==> config.mk <==
export PLATFORM = sky130hd
export DESIGN_NAME = instruction_fetch_stage
export DESIGN_NICKNAME = d
export VERILOG_FILES = /design/src/rtl/instruction_fetch_stage.sv
export SDC_FILE = /design/constraint.sdc
export NUM_CORES = 1
export LEC_CHECK = 0
export CORE_AREA = 2 2 116 118
export DETAILED_ROUTE_END_ITERATION = 8
export DIE_AREA = 0 0 118 120
export PLACE_DENSITY_LB_ADDON = 0.05
export SYNTH_ARGS = -nofsm -noshare
export SYNTH_HDL_FRONTEND = slang
export SYNTH_SLANG_ARGS = --single-unit
==> constraint.sdc <==
create_clock -name CLK -period 11.7 [get_ports CLK]
set_input_delay 2.34 -clock CLK [delete_from_list [all_inputs] [get_ports CLK]]
set_output_delay 2.34 -clock CLK [all_outputs]
set_load 0.05 [all_outputs]
==> src/rtl/instruction_fetch_stage.sv <==
// Fetch stage: issues one instruction-cache read at a time and buffers
// {PC, instruction} pairs in a small FIFO for decode; a mispredict squashes wrong-path work.
module instruction_fetch_stage #(
  parameter int                    ADDRESS_WIDTH   = 32,
  parameter int                    DATA_WIDTH      = 32,
  parameter int                    FIFO_DEPTH      = 2,
  parameter logic [DATA_WIDTH-1:0] NOP_INSTRUCTION = 32'h00000013
) (
  input  logic                     CLK,
  input  logic                     RST,
  input  logic [ADDRESS_WIDTH-1:0] PC,
  input  logic                     PC_VALID,
  input  logic                     PC_MISPREDICT_SELECT,
  input  logic                     STALL_INSTRUCTION_FETCH_STAGE,
  input  logic [DATA_WIDTH-1:0]    INSTRUCTION_FROM_CACHE,
  input  logic                     INSTRUCTION_FROM_CACHE_READY,
  output logic [ADDRESS_WIDTH-1:0] ADDRESS_TO_CACHE,
  output logic                     ADDRESS_TO_CACHE_VALID,
  output logic                     STALL_PROGRAME_COUNTER_STAGE,
  output logic [DATA_WIDTH-1:0]    INSTRUCTION,
  output logic [ADDRESS_WIDTH-1:0] PC_FETCHED,
  output logic                     INSTRUCTION_VALID
);

  localparam int PW = (FIFO_DEPTH > 1) ? $clog2(FIFO_DEPTH) : 1;
  localparam int CW = $clog2(FIFO_DEPTH + 1);

  typedef enum logic [1:0] {
    S_IDLE,
    S_WAIT,
    S_WAIT_SQUASH
  } state_t;

  typedef struct packed {
    logic [ADDRESS_WIDTH-1:0] pc;
    logic [DATA_WIDTH-1:0]    instr;
  } entry_t;

  state_t                   state;
  entry_t                   mem [FIFO_DEPTH];
  logic [PW-1:0]            rd_ptr;
  logic [PW-1:0]            wr_ptr;
  logic [CW-1:0]            count;
  logic [ADDRESS_WIDTH-1:0] pc_req;

  logic          flush;
  logic          pop;
  logic          push;
  logic          issue;
  logic [CW:0]   occ_next;

  // NOTE: every signal written in always_comb gets a default first, so no path can infer a latch.
  always_comb begin
    flush    = PC_MISPREDICT_SELECT;
    pop      = 1'b0;
    push     = 1'b0;
    issue    = 1'b0;
    occ_next = '0;
    pop      = INSTRUCTION_VALID && !STALL_INSTRUCTION_FETCH_STAGE && !flush;
    push     = (state == S_WAIT) && INSTRUCTION_FROM_CACHE_READY && !flush;
    occ_next = {1'b0, count} + (CW+1)'(push) - (CW+1)'(pop);
    // The response slot is reserved at issue time, so a returning fetch always fits.
    issue    = !RST && !flush && PC_VALID
               && (occ_next <= (CW+1)'(FIFO_DEPTH - 1))
               && ((state == S_IDLE) || INSTRUCTION_FROM_CACHE_READY);
  end

  assign ADDRESS_TO_CACHE             = PC;
  assign ADDRESS_TO_CACHE_VALID       = issue;
  assign STALL_PROGRAME_COUNTER_STAGE = RST || !(issue || flush);

  assign INSTRUCTION_VALID = (count != '0);
  assign INSTRUCTION       = INSTRUCTION_VALID ? mem[rd_ptr].instr : NOP_INSTRUCTION;
  assign PC_FETCHED        = INSTRUCTION_VALID ? mem[rd_ptr].pc : '0;

  // NOTE: sequential state uses non-blocking assignments so every register samples pre-edge values.
  always_ff @(posedge CLK or posedge RST) begin
    if (RST) begin
      state  <= S_IDLE;
      rd_ptr <= '0;
      wr_ptr <= '0;
      count  <= '0;
      pc_req <= '0;
    end else begin
      if (issue) pc_req <= PC;

      if (flush) begin
        rd_ptr <= '0;
        wr_ptr <= '0;
        count  <= '0;
      end else begin
        if (pop)  rd_ptr <= rd_ptr + 1'b1;
        if (push) wr_ptr <= wr_ptr + 1'b1;
        count <= occ_next[CW-1:0];
      end

      case (state)
        S_IDLE: begin
          if (issue) state <= S_WAIT;
        end
        S_WAIT: begin
          if (INSTRUCTION_FROM_CACHE_READY) state <= issue ? S_WAIT : S_IDLE;
          else if (flush)                   state <= S_WAIT_SQUASH;
        end
        S_WAIT_SQUASH: begin
          if (INSTRUCTION_FROM_CACHE_READY) state <= issue ? S_WAIT : S_IDLE;
        end
        default: state <= S_IDLE;
      endcase
    end
  end

  // NOTE: the buffer storage is deliberately not reset; count gates every read of it.
  always_ff @(posedge CLK) begin
    if (push) mem[wr_ptr] <= '{pc: pc_req, instr: INSTRUCTION_FROM_CACHE};
  end

endmodule
==> results by group, run 1 <==
Run status
  – Status: completed

Finish
  – Final Instance Area: 8930 µm²
  – Final core utilization: 0.688
  – Commonest non-fill, non-tap cell in the layout: clkdlybuf4s50_1
  – NumNets Final: 627
  – Layout Area Growth over Synthesis: 32.7%
  – Share of cells above drive strength 1: 0.127
  – Diode count: 0
  – Most frequent cells in the layout: 168 x clkdlybuf4s50_1, 128 x edfxtp_1, 64 x nor2_1, 64 x mux2i_1, 37 x dfrtp_1

Global route
  – Grt met2 use: 0.303
  – Global-route usage over all layers: 0.178
  – Initial antenna violation count: 0
  – Largest net degree at the start of global routing: 67
  – M1 GR Usage: 0.216
  – First-pass GRT wire length: 19.1 mm
  – Most used routing layer in global routing: met2
  – Grt ovf: 0
  – Vias in the first global route: 3834
  – GRT met3 Usage: 0.0490

Clock network
  – Post-CTS Setup Bufs: 0
  – # H-tree levels: 4
  – CTS root buf: clkbuf_16
  – Worst skew pair latency: 0.41 ns
  – CTS Sinks: 166
  – TritonCTS clock tree: yes
  – Clk buf depth: 2
  – Post-CTS Resized: 0
  – CTS buffer count: 17
  – Reg clk slew, reported paths: 0.06 ns
  – CTS Hold Buffers Added: 0

Worst setup path
  – Worst setup EP type: output port
  – Buf/Inv on CP: 6
  – Req. time, crit path: 9.36 ns
  – Crit path cell chain: clkdlybuf4s50_1 -> nand2b_1 -> or3_1 -> ha_1 -> inv_1 -> ha_1 -> inv_1 -> fa_1 -> and4bb_2 -> o211ai_4 -> buf_4 -> inv_1 -> clkdlybuf4s50_1
  – Max FO, Critical Path: 33
  – Slowest stage delay, CP: 0.72 ns
  – Kind of critical path: in2out
  – Top cell by count, worst path: inv_1
  – CP arrival: 6.28 ns
  – CP startpoint kind: input pin
  – Critical Path Stages: 13
  – Slowest CP cell: clkdlybuf4s50_1
  – Top delay family on crit path: buffers and inverters
  – Cells on worst reg2reg path: 11

Detailed routing
  – Initial drt markers: 176
  – Detailed Route WL: 12.1 mm
  – Via count: 3684
  – First drt pass iteration count: 5
  – Wire per inst: 16.3 µm
  – DRC Markers: 0
  – Vias per std cell: 4.96
  – Post-DRT Antenna Nets: 0

Flow run
  – Maxcap violations: 0

Die
  – Die area: 14200 µm²
  – Die height: 120 µm
  – Row count: 42
  – Starting Density: 0.519
  – IO Count: 169
  – Core area: 13000 µm²
  – Die width: 118 µm

Power and ir drop
  – Sequential share of power: 0.492
  – Total internal power: 0.00114 W
  – Clock power share: 0.359
  – Switching Fraction: 0.237
  – Gate power share: 0.149
  – Power density over the cells: 166 nW/µm²
  – Leakage Power: 3.16 nW
  – Peak VDD IR: 0.118 mV
  – P_sw: 0.000352 W

Min path
  – Worst Hold Path Cells: 0
  – Worst min-delay path class: reg2reg

Synth
  – Syn avg cell area: 16.3 µm²
  – Yosys reg bits: 166
  – Syn Inst Count: 412
  – Yosys warning count: 0
  – Synth Cell Area: 6730 µm²
  – EDFF count, synth: 128
  – Cell variety after synth: 27
  – Top FF cell, synth: edfxtp_1
  – Register area share after synthesis: 0.712
  – Post-synth net total: 485
  – Async S/R FF share, synth: 0.229

STA
  – Count of final hold-check violations: 0
  – Setup Viol. Count Final: 0
  – Max Slew Vio Count: 0
  – Rel. slew slack: 0.220
  – Final Cycle Share: 0.737
  – Fmax: 0.116 GHz
  – RSZ-0062 raised after global routing: false
  – Crit path time final: 8.62 ns
  – Worst clock skew: 0.00445 ns
  – Worst Max-Slew Pin Slew: 1.17 ns
  – Setup TNS Final: 0 ns

Placement
  – Gpl congestion: 0.767
  – Placed inst area: 8350 µm²
  – PortBufs: 168
  – Post-DP HPWL: 7.54 mm
==> cell families after synthesis <==
group | after synthesis | synth area share
compound gates | 6 | 0.00781
xor+xnor | 2 | 0.00260
fa+ha+maj | 4 | 0.00818
buf+inv | 58 | 0.0559
flops | 166 | 0.712
mux | 96 | 0.164
simple gates | 80 | 0.0491
==> worst reg2reg max path: stages, from the launching register on <==
cell and delay [ns]:
dfrtp_1 0.41, nand2b_1 0.09, or3_1 0.43, ha_1 0.33
inv_1 0.04, ha_1 0.17, inv_1 0.06, fa_1 0.43
and4bb_2 0.28, o211ai_4 0.07, buf_4 0.53, mux2_2 0.41
==> registers in the layout, summed over array words and instances, names as in the netlist <==
name    flops
count       2
mem       128
pc_req     32
rd_ptr      1
state       2
wr_ptr      1
==> cell usage after synthesis, types with 4 or more instances <==
| library cell | instances | area, µm² |
|---|---|---|
| mux2i_1 | 64 | 641 |
| buf_4 | 32 | 240 |
| dfrtp_1 | 38 | 951 |
| buf_6 | 4 | 45.0 |
| clkbuf_1 | 7 | 26.3 |
| inv_1 | 8 | 30.0 |
| nor2_1 | 67 | 251 |
| mux2_4 | 28 | 420 |
| buf_2 | 7 | 35.0 |
| nand2_1 | 4 | 15.0 |
| mux2_2 | 4 | 45.0 |
| edfxtp_1 | 128 | 3840 |
==> path summary, 6_finish.rpt <==
check                                startpoint                      to  slack (ns)
setup / recovery           PC_MISPREDICT_SELECT  ADDRESS_TO_CACHE_VALID        3.08
hold / removal                       pc_req[29]              mem[0][61]        0.46
setup reg to reg                       state[0]              pc_req[31]        8.33
hold reg to reg                      pc_req[29]              mem[0][61]        0.46
max in group asynchronous                   RST                  rd_ptr        8.87
min in group asynchronous                   RST                state[1]        2.43
==> power groups by stage <==
stage	combinational [W]	clock (W)	sequential, W
floorplan	0.000163	0	0.000728
global placement	0.000220	0	0.000739
detailed placement	0.000223	0	0.000744
CTS	0.000224	0.000545	0.000732
global route	0.000233	0.000567	0.000739
finish	0.000221	0.000534	0.000732
==> routing by layer <==
metal	part of all wire	vias up
li1	-	1735
met1	0.42	1820
met2	0.51	117
met3	0.053	12
met4	0.015	0
met5	0	-
==> final cells by class <==
type	count	area [µm²]
Sequential cell	166	4800
Fill cell	917	4050
Tap cell	176	220
Clock inverter	9	103
Multi-Input combinational cell	188	1580
Timing Repair Buffer	173	1720
Inverter	8	30.0
Clock buffer	23	478
==> through the flow <==
step	worst slack, ns	hold slack [ns]	std cells	total power [W]
final	3.08	0.464	743	0.00149
after global routing	2.92	0.490	743	0.00154
after CTS	3.06	0.467	743	0.00150
after detailed placement	3.07	0.459	711	0.000967
after global placement	3.16	0.447	711	0.000959
after floorplan	4.50	0.437	412	0.000891
Note: power is estimated with default switching activity, not from simulation.
==> inputs of run 2 (changes only) <==
--- a/config.mk
+++ b/config.mk
@@ -5,9 +5,9 @@
 export SDC_FILE = /design/constraint.sdc
 export NUM_CORES = 1
 export LEC_CHECK = 0
-export CORE_AREA = 2 2 116 118
+export CORE_AREA = 2 2 121 123
 export DETAILED_ROUTE_END_ITERATION = 8
-export DIE_AREA = 0 0 118 120
+export DIE_AREA = 0 0 123 125
 export PLACE_DENSITY_LB_ADDON = 0.05
 export SYNTH_ARGS = -nofsm -noshare
 export SYNTH_HDL_FRONTEND = slang
==> constraint.sdc (replaced) <==
create_clock -name CLK -period 8 [get_ports CLK]
set_input_delay 1.6 -clock CLK [delete_from_list [all_inputs] [get_ports CLK]]
set_output_delay 1.6 -clock CLK [all_outputs]
set_load 0.05 [all_outputs]
==> run 2 against run 1 <==
- worst setup slack got worse by 2.1 ns
- sequential cell count did not move
- total power rose by 51%
- routed wire length rose by 2.1%
- sequential share of layout area fell by 0.43 points
- utilization fell by 5.4 points
- via count fell by 0.43%
- final cell count rose by 1.1%
- highest routed layer unchanged
==> results by group, run 2 (synthesis results as in run 1) <==
Run status
  – Status: completed

STA
  – Setup TNS Final: 0 ns
  – Worst Max-Slew Pin Slew: 0.997 ns
  – Worst clock skew: 0.00701 ns
  – Setup Viol. Count Final: 0
  – RSZ-0062 raised after global routing: false
  – Final Cycle Share: 0.880
  – Count of final hold-check violations: 0
  – Max Slew Vio Count: 0
  – Crit path time final: 7.04 ns
  – Fmax: 0.142 GHz
  – Rel. slew slack: 0.335
  – Hold_ws: 0.466 ns

Finish
  – Layout Area Growth over Synthesis: 33.7%
  – Share of cells above drive strength 1: 0.132
  – NumNets Final: 627
  – Commonest non-fill, non-tap cell in the layout: clkdlybuf4s50_1
  – Final core utilization: 0.634
  – Biggest register: mem
  – Fill cell count: 1067
  – Diode count: 0
  – Top Registers: mem x128, pc_req x32
  – Max FFs per register: 128
  – Most frequent cells in the layout: 168 x clkdlybuf4s50_1, 128 x edfxtp_1, 64 x nor2_1, 64 x mux2i_1, 37 x dfrtp_1

Detailed routing
  – Via count: 3668
  – Vias per std cell: 4.88
  – Initial drt markers: 253
  – Detailed Route WL: 12.4 mm
  – DRC Markers: 0
  – Post-DRT Antenna Nets: 0
  – First drt pass iteration count: 6
  – Wire per inst: 16.5 µm

Worst setup path
  – Max FO, Critical Path: 16
  – Worst setup EP type: output port
  – CP startpoint kind: input pin
  – CP arrival: 5.44 ns
  – Kind of critical path: in2out
  – Req. time, crit path: 6.40 ns

Power and ir drop
  – Power density over the cells: 250 nW/µm²
  – Peak VDD IR: 0.140 mV
  – Leakage Power: 3.19 nW
  – Total power: 0.00225 W

Die
  – Starting Density: 0.474
  – Die height: 125 µm
  – Row count: 44
  – IO Count: 169
  – Core area: 14200 µm²
  – Die width: 123 µm
  – Die area: 15400 µm²

Placement
  – Post-DP HPWL: 7.61 mm
  – Gpl congestion: 0.779
  – PortBufs: 168

Flow run
  – Maxcap violations: 0

Clock network
  – CTS root buf: clkbuf_16
  – TritonCTS clock tree: yes
  – Post-CTS Setup Bufs: 0
  – CTS Hold Buffers Added: 0
  – Clk buf depth: 2
  – Worst skew pair latency: 0.41 ns
  – Reg clk slew, reported paths: 0.06 ns
  – # H-tree levels: 4
  – CTS Sinks: 166
  – CTS buffer count: 17
  – Post-CTS Resized: 0

Global route
  – Vias in the first global route: 3753
  – First-pass GRT wire length: 19.2 mm
  – Global-route usage over all layers: 0.167
  – Largest net degree at the start of global routing: 65
  – Grt ovf: 0
  – Initial antenna violation count: 0

Min path
  – Worst min-delay path class: reg2reg
[run 2: changes by cell type in the layout (fill, tap and decap cells not counted)]
cell | before | now
clkinv_4 | 0 | 2
bufinv_16 | 2 | 4
clkinv_2 | 4 | 1
clkinv_1 | 1 | 0
clkinvlp_4 | 3 | 4
inv_2 | 0 | 1
clkbuf_1 | 3 | 1
[run 2: worst max-delay path, cell delays in order]
cell and delay (ns):
clkdlybuf4s50_1 0.60, inv_1 0.09, or3_1 0.49, ha_1 0.32, inv_1 0.04, ha_1 0.16
inv_1 0.06, fa_1 0.43, and4bb_2 0.29, o211ai_4 0.33, a21o_1 0.21, clkdlybuf4s50_1 0.80
[run 2: area by class of cell]
type,count,area (µm²),share of cell area
Sequential cell,166,4800,0.533
Multi-Input combinational cell,188,1580,0.176
Clock inverter,11,173,0.0192
Timing Repair Buffer,173,1720,0.191
Clock buffer,21,470,0.0522
Inverter,8,30.0,0.00333
Tap cell,184,230,0.0256
[run 2: path summary, 6_finish.rpt]
path	from	endpoint	slack [ns]	depth (start not counted)
max	INSTRUCTION_FROM_CACHE_READY	STALL_PROGRAME_COUNTER_STAGE	0.96	12
min	pc_req[25]	mem[0][57]	0.47	0
max reg2reg	state[0]	pc_req[25]	4.45	11
min reg2reg	pc_req[25]	mem[0][57]	0.47	0
max in group asynchronous	RST	rd_ptr	5.60	2
min in group asynchronous	RST	count[1]	1.76	2
[run 2: metal layers]
metal,GRT usage,wire (µm),vias to the layer above
li1,-,-,1736
met1,0.211,5460,1789
met2,0.273,6060,124
met3,0.0438,648,19
met4,0.0689,218,0
met5,0,0,-
[run 2: per-stage QoR]
step	worst slack, ns	cells	cell area [µm²]
after floorplan	2.28	412	6730
after global placement	1.00	719	8360
after detailed placement	0.934	719	8360
after CTS	0.932	751	9000
after global routing	0.789	751	9000
final	0.963	751	9000
[run 2: where the power goes]
part	internal (W)	total, W	switching (W)
combinational	0.000158	0.000332	0.000174
sequential	0.00102	0.00106	0.0000425
clock	0.000548	0.000856	0.000308
==> inputs of run 3 (changes only) <==
--- a/config.mk
+++ b/config.mk
@@ -8,6 +8,7 @@
 export CORE_AREA = 2 2 121 123
 export DETAILED_ROUTE_END_ITERATION = 8
 export DIE_AREA = 0 0 123 125
+export MAX_ROUTING_LAYER = met4
 export PLACE_DENSITY_LB_ADDON = 0.05
 export SYNTH_ARGS = -nofsm -noshare
 export SYNTH_HDL_FRONTEND = slang
==> run 3 against run 2 <==
- total power about the same
- routed wire length about the same
- worst hold slack got worse by 0.0012 ns
- combinational power about the same
- worst setup slack got worse by 0.0047 ns
- global-route usage increased by 0.44 points
- utilization unchanged
==> results by group, run 3 (synthesis results as in run 1) <==
Run status
  – Status: completed

Die
  – Die height: 125 µm
  – Core area: 14200 µm²
  – Die width: 123 µm
  – Die area: 15400 µm²
  – IO Count: 169
  – Starting Density: 0.474
  – Row count: 44

Finish
  – Diode count: 0
  – Layout Area Growth over Synthesis: 33.7%
  – Fill cell count: 1067
  – Non-Filler Instances: 751
  – Share of cells above drive strength 1: 0.132
  – Top Registers: mem x128, pc_req x32
  – Max FFs per register: 128
  – Biggest register: mem
  – Commonest non-fill, non-tap cell in the layout: clkdlybuf4s50_1
  – Final core utilization: 0.634
  – Final Instance Area: 9000 µm²
  – Most frequent cells in the layout: 168 x clkdlybuf4s50_1, 128 x edfxtp_1, 64 x nor2_1, 64 x mux2i_1, 37 x dfrtp_1
  – NumNets Final: 627

Detailed routing
  – DRC Markers: 0
  – Initial drt markers: 273
  – Detailed Route WL: 12.4 mm
  – Post-DRT Antenna Nets: 0
  – Vias per std cell: 4.89
  – Via count: 3672
  – Wire per inst: 16.5 µm
  – First drt pass iteration count: 4

Clock network
  – Reg clk slew, reported paths: 0.06 ns
  – CTS root buf: clkbuf_16
  – CTS Hold Buffers Added: 0
  – TritonCTS clock tree: yes
  – Post-CTS Resized: 0
  – Clk buf depth: 2
  – CTS Sinks: 166
  – # H-tree levels: 4
  – Worst skew pair latency: 0.41 ns
  – Post-CTS Setup Bufs: 0
  – CTS buffer count: 17

Min path
  – Worst min-delay path class: reg2reg
  – Worst hold start: pc_req[25]
  – Worst Hold Path Cells: 0
  – Min-Delay Endpoint: mem[0][57]

Worst setup path
  – Top delay family on crit path: buffers and inverters
  – Worst setup EP type: output port
  – Kind of critical path: in2out
  – Buf/Inv on CP: 4
  – CP startpoint kind: input pin
  – Max FO, Critical Path: 16
  – Crit path cell chain: clkdlybuf4s50_1 -> nand2b_1 -> or3_1 -> ha_1 -> inv_1 -> ha_1 -> inv_1 -> fa_1 -> and4bb_2 -> o211ai_4 -> a21o_1 -> clkdlybuf4s50_1
  – R2R Path End: pc_req[25]
  – Cells on worst reg2reg path: 11
  – Slowest CP cell: clkdlybuf4s50_1
  – Reg2reg setup slack: 4.45 ns
  – CP arrival: 5.44 ns
  – Req. time, crit path: 6.40 ns
  – Critical Path Stages: 12
  – FF-to-FF Start: state[0]
  – Slowest stage delay, CP: 0.80 ns

STA
  – Setup Viol. Count Final: 0
  – Count of final hold-check violations: 0
  – Final Cycle Share: 0.880
  – Max Slew Vio Count: 0
  – Fmax: 0.142 GHz
  – Rel. slew slack: 0.338
  – Hold_ws: 0.465 ns
  – Worst clock skew: 0.00697 ns
  – Worst Max-Slew Pin Slew: 0.993 ns
  – RSZ-0062 raised after global routing: false
  – Setup TNS Final: 0 ns
  – Crit path time final: 7.04 ns

Global route
  – Largest net degree at the start of global routing: 65
  – Vias in the first global route: 3752
  – First-pass GRT wire length: 19.1 mm
  – Grt ovf: 0
  – Global-route usage over all layers: 0.171
  – Initial antenna violation count: 0

Flow run
  – Maxcap violations: 0

Placement
  – Post-DP HPWL: 7.61 mm
  – Placed inst area: 8360 µm²
  – Gpl congestion: 0.790
  – Placed Cells: 719
  – PortBufs: 168

Power and ir drop
  – Power density over the cells: 250 nW/µm²
  – Leakage Power: 3.19 nW
  – Peak VDD IR: 0.140 mV
==> run 3: cell counts in the layout (fill, tap and decap cells not counted) <==
No cell type changed its count.
==> run 3: power breakdown <==
part           internal (W)  leakage (nW)  switching (W)
Combinational      0.000158          1.27       0.000174
Clock              0.000548         0.302       0.000307
Sequential          0.00102          1.62      0.0000428
Total               0.00173          3.19       0.000524
==> run 3: layer usage <==
| layer | track usage | wire, µm | up-vias |
|---|---|---|---|
| met5 | - | 0 | - |
| met4 | 0.0689 | 201 | 0 |
| met3 | 0.0370 | 566 | 18 |
| met2 | 0.272 | 6110 | 119 |
| met1 | 0.215 | 5510 | 1799 |
| li1 | - | - | 1736 |
==> run 3: stage by stage <==
step                setup slack (ns)  total power, W
floorplan                       2.28         0.00130
global placement                1.00         0.00141
detailed placement             0.934         0.00141
CTS                            0.932         0.00227
global route                   0.789         0.00233
finish                         0.958         0.00225
==> run 3: worst max path at each step <==
stage / slack [ns] / endpoint / startpoint
3_3_place_gp: 1.00 / STALL_PROGRAME_COUNTER_STAGE / PC_MISPREDICT_SELECT
2_1_floorplan: 2.28 / STALL_PROGRAME_COUNTER_STAGE / PC_MISPREDICT_SELECT
4_1_cts: 0.93 / STALL_PROGRAME_COUNTER_STAGE / PC_MISPREDICT_SELECT
6_report: 0.96 / STALL_PROGRAME_COUNTER_STAGE / PC_MISPREDICT_SELECT
5_1_grt: 0.79 / STALL_PROGRAME_COUNTER_STAGE / PC_MISPREDICT_SELECT
3_5_place_dp: 0.93 / STALL_PROGRAME_COUNTER_STAGE / PC_MISPREDICT_SELECT
==> run 3: area by class of cell <==
class	instances	area (µm²)	area share
clock buffer	21	470	0.0522
sequential	166	4800	0.533
timing repair buffer	173	1720	0.191
clock inverter	11	173	0.0192
inverter	8	30.0	0.00333
tap	184	230	0.0256
multi-input combinational	188	1580	0.176
